**config.mk**
```make
export PLATFORM = sky130hd
export DESIGN_NAME = ftoi_pipe
export DESIGN_NICKNAME = d
export VERILOG_FILES = /design/src/rtl/ftoi_pipe.sv
export SDC_FILE = /design/constraint.sdc
export NUM_CORES = 1
export LEC_CHECK = 0
export BUFFER_PORTS_ARGS = -buffer_cell sky130_fd_sc_hd__buf_2
export CAP_MARGIN = 40
export CORE_MARGIN = 4
export CORE_UTILIZATION = 55
export DETAILED_ROUTE_END_ITERATION = 8
export GPL_ROUTABILITY_DRIVEN = 0
export PLACE_DENSITY = 0.75
export SYNTH_ARGS = -nofsm -noshare
export SYNTH_HDL_FRONTEND = slang
export SYNTH_SLANG_ARGS = --single-unit
```
**constraint.sdc**
```tcl
create_clock -name clk -period 7.4 [get_ports clk]
set_input_delay 1.48 -clock clk [delete_from_list [all_inputs] [get_ports clk]]
set_output_delay 1.48 -clock clk [all_outputs]
set_load 0.01 [all_outputs]
```
**src/rtl/ftoi_pipe.sv**
```systemverilog
// Two-stage binary32 -> signed/unsigned integer converter with valid/ready flow control.
// Stage 1 aligns the significand to an integer part plus round/sticky bits; stage 2 rounds, range-checks and negates.
module ftoi_pipe #(
  parameter int OUT_W = 32,
  parameter int BIAS  = 127
) (
  input  logic             clk,
  input  logic             rst,
  input  logic [31:0]      x,
  input  logic [2:0]       rm,
  input  logic             uns,
  input  logic             in_valid,
  output logic             in_ready,
  output logic [OUT_W-1:0] y,
  output logic             nv,
  output logic             nx,
  output logic             out_valid,
  input  logic             out_ready
);

  localparam int IW   = OUT_W + 1;
  localparam int MAXL = OUT_W - 23;
  localparam int PADW = 26;
  localparam int EXTW = 24 + PADW;

  localparam logic signed [9:0] EOFF   = 10'(BIAS + 23);
  localparam logic signed [9:0] MAXL_S = 10'(MAXL);
  localparam logic signed [9:0] RMAX_S = 10'(PADW);

  localparam logic [IW-1:0] SPOS_MAX = {2'b00, {(OUT_W-1){1'b1}}};
  localparam logic [IW-1:0] SNEG_MAX = {2'b01, {(OUT_W-1){1'b0}}};

  localparam logic [2:0] RM_RNE = 3'b000;
  localparam logic [2:0] RM_RDN = 3'b010;
  localparam logic [2:0] RM_RUP = 3'b011;
  localparam logic [2:0] RM_RMM = 3'b100;

  // Rounding increment; RTZ and the reserved encodings never round away from zero.
  function automatic logic rnd_inc(input logic [2:0] mode, input logic neg,
                                   input logic lsb, input logic rb, input logic sb);
    logic inc;
    inc = 1'b0;
    case (mode)
      RM_RNE:  inc = rb & (sb | lsb);
      RM_RDN:  inc = neg & (rb | sb);
      RM_RUP:  inc = ~neg & (rb | sb);
      RM_RMM:  inc = rb;
      default: inc = 1'b0;
    endcase
    return inc;
  endfunction

  function automatic logic [OUT_W-1:0] sat_val(input logic u, input logic neg);
    logic [OUT_W-1:0] v;
    if (u)
      v = neg ? {OUT_W{1'b0}} : {OUT_W{1'b1}};
    else
      v = neg ? {1'b1, {(OUT_W-1){1'b0}}} : {1'b0, {(OUT_W-1){1'b1}}};
    return v;
  endfunction

  // Unsigned negatives are representable only when they round to zero.
  function automatic logic fits(input logic u, input logic neg, input logic [IW-1:0] mag);
    logic ok;
    if (u)
      ok = neg ? (mag == {IW{1'b0}}) : !mag[IW-1];
    else
      ok = neg ? (mag <= SNEG_MAX) : (mag <= SPOS_MAX);
    return ok;
  endfunction

  logic                 vld_p1_q, vld_p1_d;
  logic                 vld_p2_q, vld_p2_d;
  logic                 adv_p2, ld_p1, ld_p2;

  logic                 sign_p0, nan_p0;
  logic [7:0]           exp_p0;
  logic [22:0]          man_p0;
  logic [23:0]          sig_p0;
  logic signed [9:0]    exp_unb_p0, neg_p0;
  logic [5:0]           lsh_p0;
  logic [4:0]           rsh_p0;
  logic [EXTW-1:0]      ext_p0;

  logic [IW-1:0]        int_p1_d, int_p1_q;
  logic                 rb_p1_d, rb_p1_q;
  logic                 sb_p1_d, sb_p1_q;
  logic                 ovf_p1_d, ovf_p1_q;
  logic                 sign_p1_q, nan_p1_q, uns_p1_q;
  logic [2:0]           rm_p1_q;

  logic                 inc_p1;
  logic [IW-1:0]        mag_p1;
  logic [OUT_W-1:0]     y_p2_d, y_p2_q;
  logic                 nv_p2_d, nv_p2_q;
  logic                 nx_p2_d, nx_p2_q;

  // Handshake: a stage advances when the stage after it is empty or draining.
  always_comb begin
    adv_p2   = !vld_p2_q || out_ready;
    in_ready = !vld_p1_q || adv_p2;
    ld_p1    = in_valid && in_ready;
    ld_p2    = vld_p1_q && adv_p2;
    vld_p1_d = ld_p1 || (vld_p1_q && !adv_p2);
    vld_p2_d = ld_p2 || (vld_p2_q && !out_ready);
  end

  // ---- stage 0 -> 1: decode and align ----
  always_comb begin
    sign_p0    = x[31];
    exp_p0     = x[30:23];
    man_p0     = x[22:0];
    sig_p0     = {|exp_p0, man_p0};
    nan_p0     = (&exp_p0) && (|man_p0);
    exp_unb_p0 = $signed({2'b00, exp_p0}) - EOFF;
    neg_p0     = -exp_unb_p0;
    lsh_p0     = exp_unb_p0[5:0];
    rsh_p0     = neg_p0[4:0];
    ext_p0     = {sig_p0, {PADW{1'b0}}} >> rsh_p0;

    int_p1_d = {IW{1'b0}};
    rb_p1_d  = 1'b0;
    sb_p1_d  = 1'b0;
    ovf_p1_d = 1'b0;
    if (exp_unb_p0 > MAXL_S) begin
      ovf_p1_d = 1'b1;
    end else if (!exp_unb_p0[9]) begin
      int_p1_d = {{MAXL{1'b0}}, sig_p0} << lsh_p0;
    end else if (neg_p0 > RMAX_S) begin
      sb_p1_d = |sig_p0;
    end else begin
      int_p1_d = {{MAXL{1'b0}}, ext_p0[EXTW-1:PADW]};
      rb_p1_d  = ext_p0[PADW-1];
      sb_p1_d  = |ext_p0[PADW-2:0];
    end
  end

  always_ff @(posedge clk) begin
    if (ld_p1) begin
      int_p1_q  <= int_p1_d;
      rb_p1_q   <= rb_p1_d;
      sb_p1_q   <= sb_p1_d;
      ovf_p1_q  <= ovf_p1_d;
      sign_p1_q <= sign_p0;
      nan_p1_q  <= nan_p0;
      uns_p1_q  <= uns;
      rm_p1_q   <= rm;
    end
  end

  // ---- stage 1 -> 2: round, range check, negate ----
  always_comb begin
    inc_p1  = rnd_inc(rm_p1_q, sign_p1_q, int_p1_q[0], rb_p1_q, sb_p1_q);
    mag_p1  = int_p1_q + {{OUT_W{1'b0}}, inc_p1};
    y_p2_d  = {OUT_W{1'b0}};
    nv_p2_d = 1'b0;
    nx_p2_d = 1'b0;
    if (nan_p1_q) begin
      y_p2_d  = sat_val(uns_p1_q, 1'b0);
      nv_p2_d = 1'b1;
    end else if (ovf_p1_q || !fits(uns_p1_q, sign_p1_q, mag_p1)) begin
      y_p2_d  = sat_val(uns_p1_q, sign_p1_q);
      nv_p2_d = 1'b1;
    end else begin
      y_p2_d  = sign_p1_q ? -mag_p1[OUT_W-1:0] : mag_p1[OUT_W-1:0];
      nx_p2_d = rb_p1_q | sb_p1_q;
    end
  end

  always_ff @(posedge clk) begin
    if (rst) begin
      vld_p1_q <= 1'b0;
      vld_p2_q <= 1'b0;
      y_p2_q   <= {OUT_W{1'b0}};
      nv_p2_q  <= 1'b0;
      nx_p2_q  <= 1'b0;
    end else begin
      vld_p1_q <= vld_p1_d;
      vld_p2_q <= vld_p2_d;
      if (ld_p2) begin
        y_p2_q  <= y_p2_d;
        nv_p2_q <= nv_p2_d;
        nx_p2_q <= nx_p2_d;
      end
    end
  end

  assign y         = y_p2_q;
  assign nv        = nv_p2_q;
  assign nx        = nx_p2_q;
  assign out_valid = vld_p2_q;

endmodule

```
==> results_dict.tcl, run 1 <==
set metrics [dict create \
    relSlewSlack_pct 41.26 \
    wirelength_um 22340 \
    post-route-period-util_pct 72.57 \
    yosysMostFrequentCell "nor2_1" \
    hold_violations 0 \
    ys_types 88 \
    cellLeakagePower_uw 0.003241 \
    yosysTopAreaCellShare_pct 15.41 \
    rsz0062_at_grt "false" \
    async_flop_share_pct 0 \
    cts_root_buf "clkbuf_16" \
    yosysTopAreaCell "edfxtp_1" \
    synth.top_cells.by_count "107 x nor2_1, 82 x nand2_1, 50 x xnor2_1" \
    synth_ff_type "edfxtp_1" \
    vias_per_cell 6.561 \
    grt_first_pass_wirelength_um 35840 \
    die_h_um 130.0 \
    worstReg2RegStart "sb_p1_q" \
    tritoncts "built" \
    grt_use_total_pct 26.24 \
    cts_num_sinks 78 \
    ys_ff_latch 78 \
    final.setup.tns_ns 0 \
    p_per_area_mw_per_mm2 170.0 \
    vias 7696 \
    drive_above_1_share_pct 20.73 \
    cp-start-kind "input port" \
    hold_path.startpoint "nx" \
    crit_fanout 18 \
    grt_max_degree 64 \
    finClkSkew_ns 0.007575 \
    drt_iter0_markers 963 \
    grt_pass1_vias 7035 \
    core_sq_mm 0.01453 \
    clk_path_buf_depth 2 \
    antenna_found_initial 0 \
    r2r-end "y[25]" \
    reg2reg_depth 14 \
    cts_buffers 9 \
    h-tree-depth 3 \
    holdPathStages 2 \
    max_freq_mhz 186.2 \
    die_x_um 130.0 \
    wire_per_inst_um 19.04 \
    post_cts_buffers 0 \
    outcome "finished clean" \
    yosysWarnings 0 \
    ant_nets 0 \
    design.die.area_sq_mm 0.01690 \
    required_ns 7.47 \
    clock_latency_ns 0.34 \
    yosys-top-cells-area "edfxtp_1 15%, mux4_2 9.1%, dfxtp_1 8.8%, mux2i_1 5.4%, xnor2_1 5.4%" \
    io_pins 76 \
    crit_path_end_kind "register" \
    rows 44 \
    grt_overflow_total 0 \
    cts_hold_buf 0 \
    cap_violations 0 \
    clk_pin_slew_ns 0.06 \
    critPathKind "input port to register" \
    synth-seq-area-share_pct 24.21 \
    final_area_sq_mm 0.008972 \
    drc 0 \
    dpl_cell_area_sq_mm 0.008666 \
    min_period_ns 5.370 \
    synthesis.instances 944 \
    drt-pass1-iter-count 8 \
    cts_resized 0 \
    synth_nets 999 \
    finalSetupViolCount 0 \
    area_growth_pct 9.615 \
    worstHoldPathType "register to register" \
    rrSetupSlack_ns 2.49 \
    start_util_pct 56.32 \
    peakVddDrop_v 0.00008037 \
    finalMaxSlewViolations 0 \
    n_antenna_cell 0 \
    synth_edf_count 42 \
    syn_area_sq_mm 0.008185 \
    power.total_uw 1526 \
    port_buffers 75 \
    worstPathArrival_ns 5.44 \
    hpwl_um 17220 \
    tightest_slew_ns 0.8743 \
    worstHoldEndpoint "nx" \
    num-nets-final 1039 \
    avgSynthCellArea_sq_um 8.671 \
]
## sequential cells by signal, summed over array words and instances (netlist names)
| register | flops |
|---|---|
| nv | 1 |
| uns_p1_q | 1 |
| ovf_p1_q | 1 |
| vld_p1_q | 1 |
| sb_p1_q | 1 |
| sign_p1_q | 1 |
| int_p1_q | 33 |
| rm_p1_q | 3 |
| nx | 1 |
| nan_p1_q | 1 |
| y | 32 |
| rb_p1_q | 1 |
| out_valid | 1 |
## where the power goes
group / switching [uW] / internal [uW] / leakage (uW)
clock: 160 / 293 / 0.000151
combinational: 333 / 220 / 0.00237
sequential: 28.9 / 490 / 0.000719
total: 522 / 1000 / 0.00324
## metrics by stage
stage / setup WS (ns) / instances / hold slack [ns] / utilization [%]
final: 2.030 / 1173 / 0.4570 / 61.73
after global routing: 1.697 / 1173 / 0.4994 / 61.73
after CTS: 2.162 / 1173 / 0.4637 / 61.73
after detailed placement: 1.810 / 1157 / 0.4556 / 59.62
after global placement: 2.047 / 1153 / 0.4399 / 59.07
after floorplan: 1.567 / 944 / 0.4700 / -
## cell families after synthesis
family,share of synthesized area [%]
xor+xnor,7.368
compound gates,22.09
flops,24.21
simple gates,23.54
mux,15.84
fa+ha+maj,2.293
buf+inv,4.662
## critical path, stage by stage
cell      delay, ns
buf_2          0.09
clkinv_1       0.28
ha_1           0.78
clkinv_1       0.19
ha_1           0.66
buf_4          0.36
mux2i_1        0.29
mux2i_1        0.15
nor4_1         0.29
nand4b_1       0.13
nor4_1         0.29
or3_1          0.19
a32o_1         0.13
a31oi_1        0.08
## worst max path at each step
stage / cells past startpoint / from / endpoint
after detailed placement: 14 / x[24] / sb_p1_q
after global routing: 14 / x[24] / sb_p1_q
final: 14 / x[24] / sb_p1_q
after global placement: 14 / x[24] / sb_p1_q
after floorplan: 17 / x[24] / sb_p1_q
after CTS: 14 / x[24] / sb_p1_q
## cells in the final DEF, fill, tap and decap left out, types with 14 or more instances in the layout
cell,instances
a211oi_2,21
nor2_1,107
nor3_1,27
buf_2,76
ha_1,15
mux2i_1,44
a211oi_1,21
and3_1,17
nor4_1,17
edfxtp_1,42
o21ai_0,38
dfxtp_1,36
mux4_2,33
a21oi_1,49
nand4_1,23
xnor2_1,50
nand3_1,28
xor2_1,16
nand2_1,82
buf_4,14
nor2b_1,17
## per-layer routing
layer / track usage (%) / part of all wire, % / wire, um
met2: 44.01 / 47 / 10570
met5: 0 / 0 / 0
met1: 33.70 / 42 / 9305
met4: 12.96 / 4.9 / 1095
met3: 2.988 / 6.1 / 1365
## layout make-up
class                      count  area (sq um)
multi-input combinational    788          5841
tap                          184         230.2
fill                        1289          5562
inverter                      14         52.55
timing repair buffer          93         560.5
clock buffer                  11         232.7
clock inverter                 5         73.82
sequential                    78          1982
Power figures use the tool's default switching activity.
==> run 2, diff against run 1 <==
==> constraint.sdc (replaced) <==
create_clock -name clk -period 5.5 [get_ports clk]
set_input_delay 1.1 -clock clk [delete_from_list [all_inputs] [get_ports clk]]
set_output_delay 1.1 -clock clk [all_outputs]
set_load 0.01 [all_outputs]
==> run 2 against run 1 <==
Against the previous run:
- sequential power is 34% higher
- worst hold slack worse by 0.0035 ns
- total power is 29% higher
- clock skew is 0.0018 ns higher
- first-iteration DRC count is 19% lower
- largest cell class unchanged
- flip-flop and latch count stayed put
- combinational power is 34% higher
- final cell count is 0.43% higher
- clock power is 17% higher
- via count is 0.88% higher
- core utilization is 0.28 points lower
- die area stayed put
==> results_dict.tcl, run 2 (synthesis results as in run 1) <==
set metrics [dict create \
    outcome "finished clean" \
    cts_buffers 9 \
    grt_overflow_total 0 \
    post_cts_buffers 0 \
    critPathKind "register to register" \
    required_ns 5.70 \
    hpwl_um 17420 \
    layout_common_cells "107 x nor2_1, 82 x nand2_1, 76 x buf_2" \
    hold_ws_ns 0.4536 \
    cts_resized 0 \
    relSlewSlack_pct 47.04 \
    grt_use_total_pct 26.41 \
    start_util_pct 56.32 \
    p_per_area_mw_per_mm2 220.5 \
    n_antenna_cell 0 \
    grt_pass1_vias 6952 \
    vias 7764 \
    cts_num_sinks 78 \
    rsz0062_at_grt "false" \
    wirelength_um 22390 \
    worstHoldPathType "register to register" \
    crit_fanout 25 \
    post-route-period-util_pct 89.49 \
    clock_latency_ns 0.33 \
    hold_violations 0 \
    min_period_ns 4.922 \
    cts_hold_buf 0 \
    finClkSkew_ns 0.009351 \
    max_freq_mhz 203.2 \
    cellLeakagePower_uw 0.003228 \
    clk_pin_slew_ns 0.06 \
    design.die.area_sq_mm 0.01690 \
    clk_path_buf_depth 2 \
    h-tree-depth 3 \
    io_pins 76 \
    port_buffers 75 \
    vias_per_cell 6.591 \
    grt_first_pass_wirelength_um 35960 \
    die_h_um 130.0 \
    drc 0 \
    wire_per_inst_um 19.01 \
    drt-pass1-iter-count 6 \
    drt_iter0_markers 779 \
    rows 44 \
    rrSetupSlack_ns 0.58 \
    worstPathArrival_ns 5.12 \
    cap_violations 0 \
    crit_path_end_kind "register" \
    antenna_found_initial 0 \
    tightest_slew_ns 0.7945 \
    final_common_cell "nor2_1" \
    cp-start-kind "register" \
    area_growth_pct 9.110 \
    cts_root_buf "clkbuf_16" \
    largest_reg_flops 33 \
    final.setup.tns_ns 0 \
    ant_nets 0 \
    core_sq_mm 0.01453 \
    finalMaxSlewViolations 0 \
    peakVddDrop_v 0.0001645 \
    multi_input_area_sq_mm 0.005841 \
    drive_above_1_share_pct 21.33 \
    finalSetupViolCount 0 \
    regMostFlops "int_p1_q" \
    num-nets-final 1044 \
    seqCellArea_sq_mm 0.001982 \
    die_x_um 130.0 \
    grt_max_degree 64 \
    nFillCells 1282 \
    tritoncts "built" \
]
## run 2: final timing paths
check / startpoint / end / depth (start not counted)
hold / removal: nx / nx / 2
setup / recovery: sb_p1_q / y[8] / 14
hold reg to reg: nx / nx / 2
setup reg to reg: sb_p1_q / y[8] / 14
## run 2: layout make-up
type	instances	share of cell area (%)
clock buffers	10	2.564
clock inverters	6	0.4343
inverters	14	0.5884
multi-input cells	788	65.40
flip-flops and latches	78	22.19
well taps	184	2.578
repair buffers	98	6.248
## run 2: critical path: stages, from the launching register on
cell,delay [ns]
edfxtp_1,0.48
nor3_1,0.09
nor4b_1,0.26
o22a_1,0.20
ha_1,0.32
ha_1,0.45
nand3_4,0.17
or3_1,0.58
o31a_1,0.37
or4_4,0.56
a2111oi_4,0.35
and4_1,0.31
a21o_4,0.13
o21a_4,0.38
a211oi_1,0.13
## run 2: metrics by stage
stage | power [uW] | worst slack [ns] | util (%) | instances | area (sq um)
floorplan | 1232 | 0.04681 | - | 944 | 8185
global placement | 1425 | 0.6772 | 59.44 | 1160 | 8638
detailed placement | 1432 | 0.6094 | 59.61 | 1162 | 8663
CTS | 1963 | 0.5960 | 61.45 | 1178 | 8931
global route | 2070 | 0.2934 | 61.45 | 1178 | 8931
finish | 1969 | 0.5783 | 61.45 | 1178 | 8931
## run 2: routing by layer
| layer | vias up | wire [um] | global-route usage, % |
|---|---|---|---|
| li1 | 3714 | - | - |
| met1 | 3552 | 9416 | 34.67 |
| met2 | 416 | 10420 | 43.13 |
| met3 | 82 | 1546 | 3.725 |
| met4 | 0 | 1008 | 12.53 |
| met5 | - | 0 | 0 |
## run 2: power by group
part | total (uW) | internal [uW] | switching [uW]
clock network | 529 | 303 | 226
logic | 742 | 294 | 448
registers | 698 | 660 | 38.3
==> run 3, diff against run 2 <==
==> constraint.sdc (replaced) <==
create_clock -name clk -period 5.34 [get_ports clk]
set_input_delay 1.068 -clock clk [delete_from_list [all_inputs] [get_ports clk]]
set_output_delay 1.068 -clock clk [all_outputs]
set_load 0.01 [all_outputs]
==> run 3 against run 2 <==
Against the previous run:
- global-route usage is 0.48 points higher
- die area unchanged
- clock power up 21%
- cell area is 0.81% higher
- via count about the same
- worst hold slack gained 0.0094 ns
- non-clock buffer count is 3 higher
- register-to-register slack barely moved
- final cell count up 0.25%
- sequential power up 3.0%
- sequential share of layout area fell by 0.18 points
- critical endpoint is now y[7]
==> results_dict.tcl, run 3 (synthesis results as in run 1) <==
set metrics [dict create \
    p_sw_share_pct 34.66 \
    start_util_pct 56.32 \
    drc 0 \
    clk_path_buf_depth 2 \
    min_period_ns 4.750 \
    clk_pin_slew_ns 0.06 \
    post-route-period-util_pct 88.95 \
    top_layer "met4" \
    core_sq_mm 0.01453 \
    finClkSkew_ns 0.007934 \
    wire_per_inst_um 19.19 \
    wirelength_um 22670 \
    required_ns 5.54 \
    crit_path_end_kind "register" \
    placedCellCount 1165 \
    drt_iter0_markers 805 \
    dp_worst_setup_slack_ns 0.6372 \
    final_area_sq_mm 0.009004 \
    crit_fanout 25 \
    grt_first_pass_wirelength_um 36760 \
    relSlewSlack_pct 54.98 \
    vias 7766 \
    cts_buffers 9 \
    cts_hold_buf 0 \
    max_freq_mhz 210.5 \
    grt_overflow_total 0 \
    grt_use_total_pct 26.89 \
    cellLeakagePower_uw 0.003256 \
    h-tree-depth 3 \
    drt-pass1-iter-count 6 \
    met3WireLength_um 1358 \
    finalMaxSlewViolations 0 \
    tightest_slew_ns 0.6704 \
    regMostFlops "int_p1_q" \
    nFillCells 1283 \
    worstHoldPathType "register to register" \
    intPower_uw 1391 \
    power.total_uw 2128 \
    layout_common_cells "107 x nor2_1, 82 x nand2_1, 75 x buf_2" \
    rows 44 \
    cp-start-kind "register" \
    port_buffers 75 \
    switchingPower_uw 737.7 \
    tritoncts "built" \
    grt_max_degree 42 \
    largest_reg_flops 33 \
    grt_pass1_vias 7197 \
    ant_nets 0 \
    clock_latency_ns 0.34 \
    pwr-share-comb_pct 36.2 \
    rsz0062_at_grt "false" \
    hold_violations 0 \
    io_pins 76 \
    worst_slack_ns 0.5898 \
    dpl_cell_area_sq_mm 0.008688 \
    final.setup.tns_ns 0 \
    post_cts_buffers 0 \
    cap_violations 0 \
    antenna_found_initial 0 \
    die_h_um 130.0 \
    finalNonFillerCells 1181 \
    die_x_um 130.0 \
    num-nets-final 1047 \
    critPathKind "register to register" \
    m1WireLength_um 9373 \
    vias_per_cell 6.576 \
    outcome "finished clean" \
    design.die.area_sq_mm 0.01690 \
    p_per_area_mw_per_mm2 236.4 \
    wl_met2_um 10770 \
    cts_num_sinks 78 \
    n_antenna_cell 0 \
    cts_root_buf "clkbuf_16" \
    final_common_cell "nor2_1" \
    peakVddDrop_v 0.0001112 \
    area_growth_pct 9.997 \
    drive_above_1_share_pct 21.46 \
    clockPowerShare_pct 30.0 \
    p_seq_share_pct 33.8 \
    worstPathArrival_ns 4.95 \
    cts_resized 0 \
    finalSetupViolCount 0 \
    hpwl_um 17530 \
]
==> run 3: cell count changes in the layout (fill, tap and decap cells not counted) <==
cell        change
buf_2           -1
buf_4           +4
bufinv_16       +2
clkinv_1        +1
clkinv_2        -3
clkinv_4        -1
clkinvlp_4      +1
==> run 3: worst paths after layout <==
path / start / to / slack, ns / cells past startpoint
hold / removal: nx / nx / 0.46 / 2
setup reg to reg: sb_p1_q / y[7] / 0.59 / 14
hold reg to reg: nx / nx / 0.46 / 2
setup / recovery: sb_p1_q / y[7] / 0.59 / 14
==> run 3: routing by layer <==
metal  track usage, %  vias to the layer above
met5                0                        -
met4            14.43                        0
met3            3.766                       74
met2            44.49                      369
met1            34.11                     3606
li1                 -                     3717
==> run 3: critical path, cell delays in order (launching register included) <==
cell and delay [ns]:
edfxtp_1 0.42, nor3_1 0.07, nor4b_1 0.27, o22a_1 0.19
ha_1 0.30, ha_1 0.45, nand3_4 0.17, or3_1 0.56
o31a_1 0.36, or4_4 0.56, a2111oi_4 0.33, and4_1 0.27
a21o_4 0.12, o21a_4 0.38, a211oi_1 0.13
==> run 3: power groups by stage <==
stage	clock (uW)	sequential [uW]	combinational, uW
2_1_floorplan	0	726	543
3_5_place_dp	0	731	748
5_1_grt	673	725	832
3_3_place_gp	0	729	740
4_1_cts	649	718	753
6_report	639	719	771
==> run 3: layout make-up <==
| type | instances | area (sq um) | area share [%] |
|---|---|---|---|
| flip-flops and latches | 78 | 1982 | 22.01 |
| well taps | 184 | 230.2 | 2.557 |
| repair buffers | 101 | 583.1 | 6.476 |
| clock inverters | 6 | 86.33 | 0.9589 |
| inverters | 14 | 52.55 | 0.5837 |
| multi-input cells | 788 | 5841 | 64.87 |
| clock buffers | 10 | 229.0 | 2.543 |
==> run 3: stage by stage <==
stage | hold slack (ns) | utilization (%)
final | 0.4629 | 61.95
after global routing | 0.4781 | 61.95
after CTS | 0.4619 | 61.95
after detailed placement | 0.4545 | 59.78
after global placement | 0.4378 | 59.64
after floorplan | 0.4700 | -
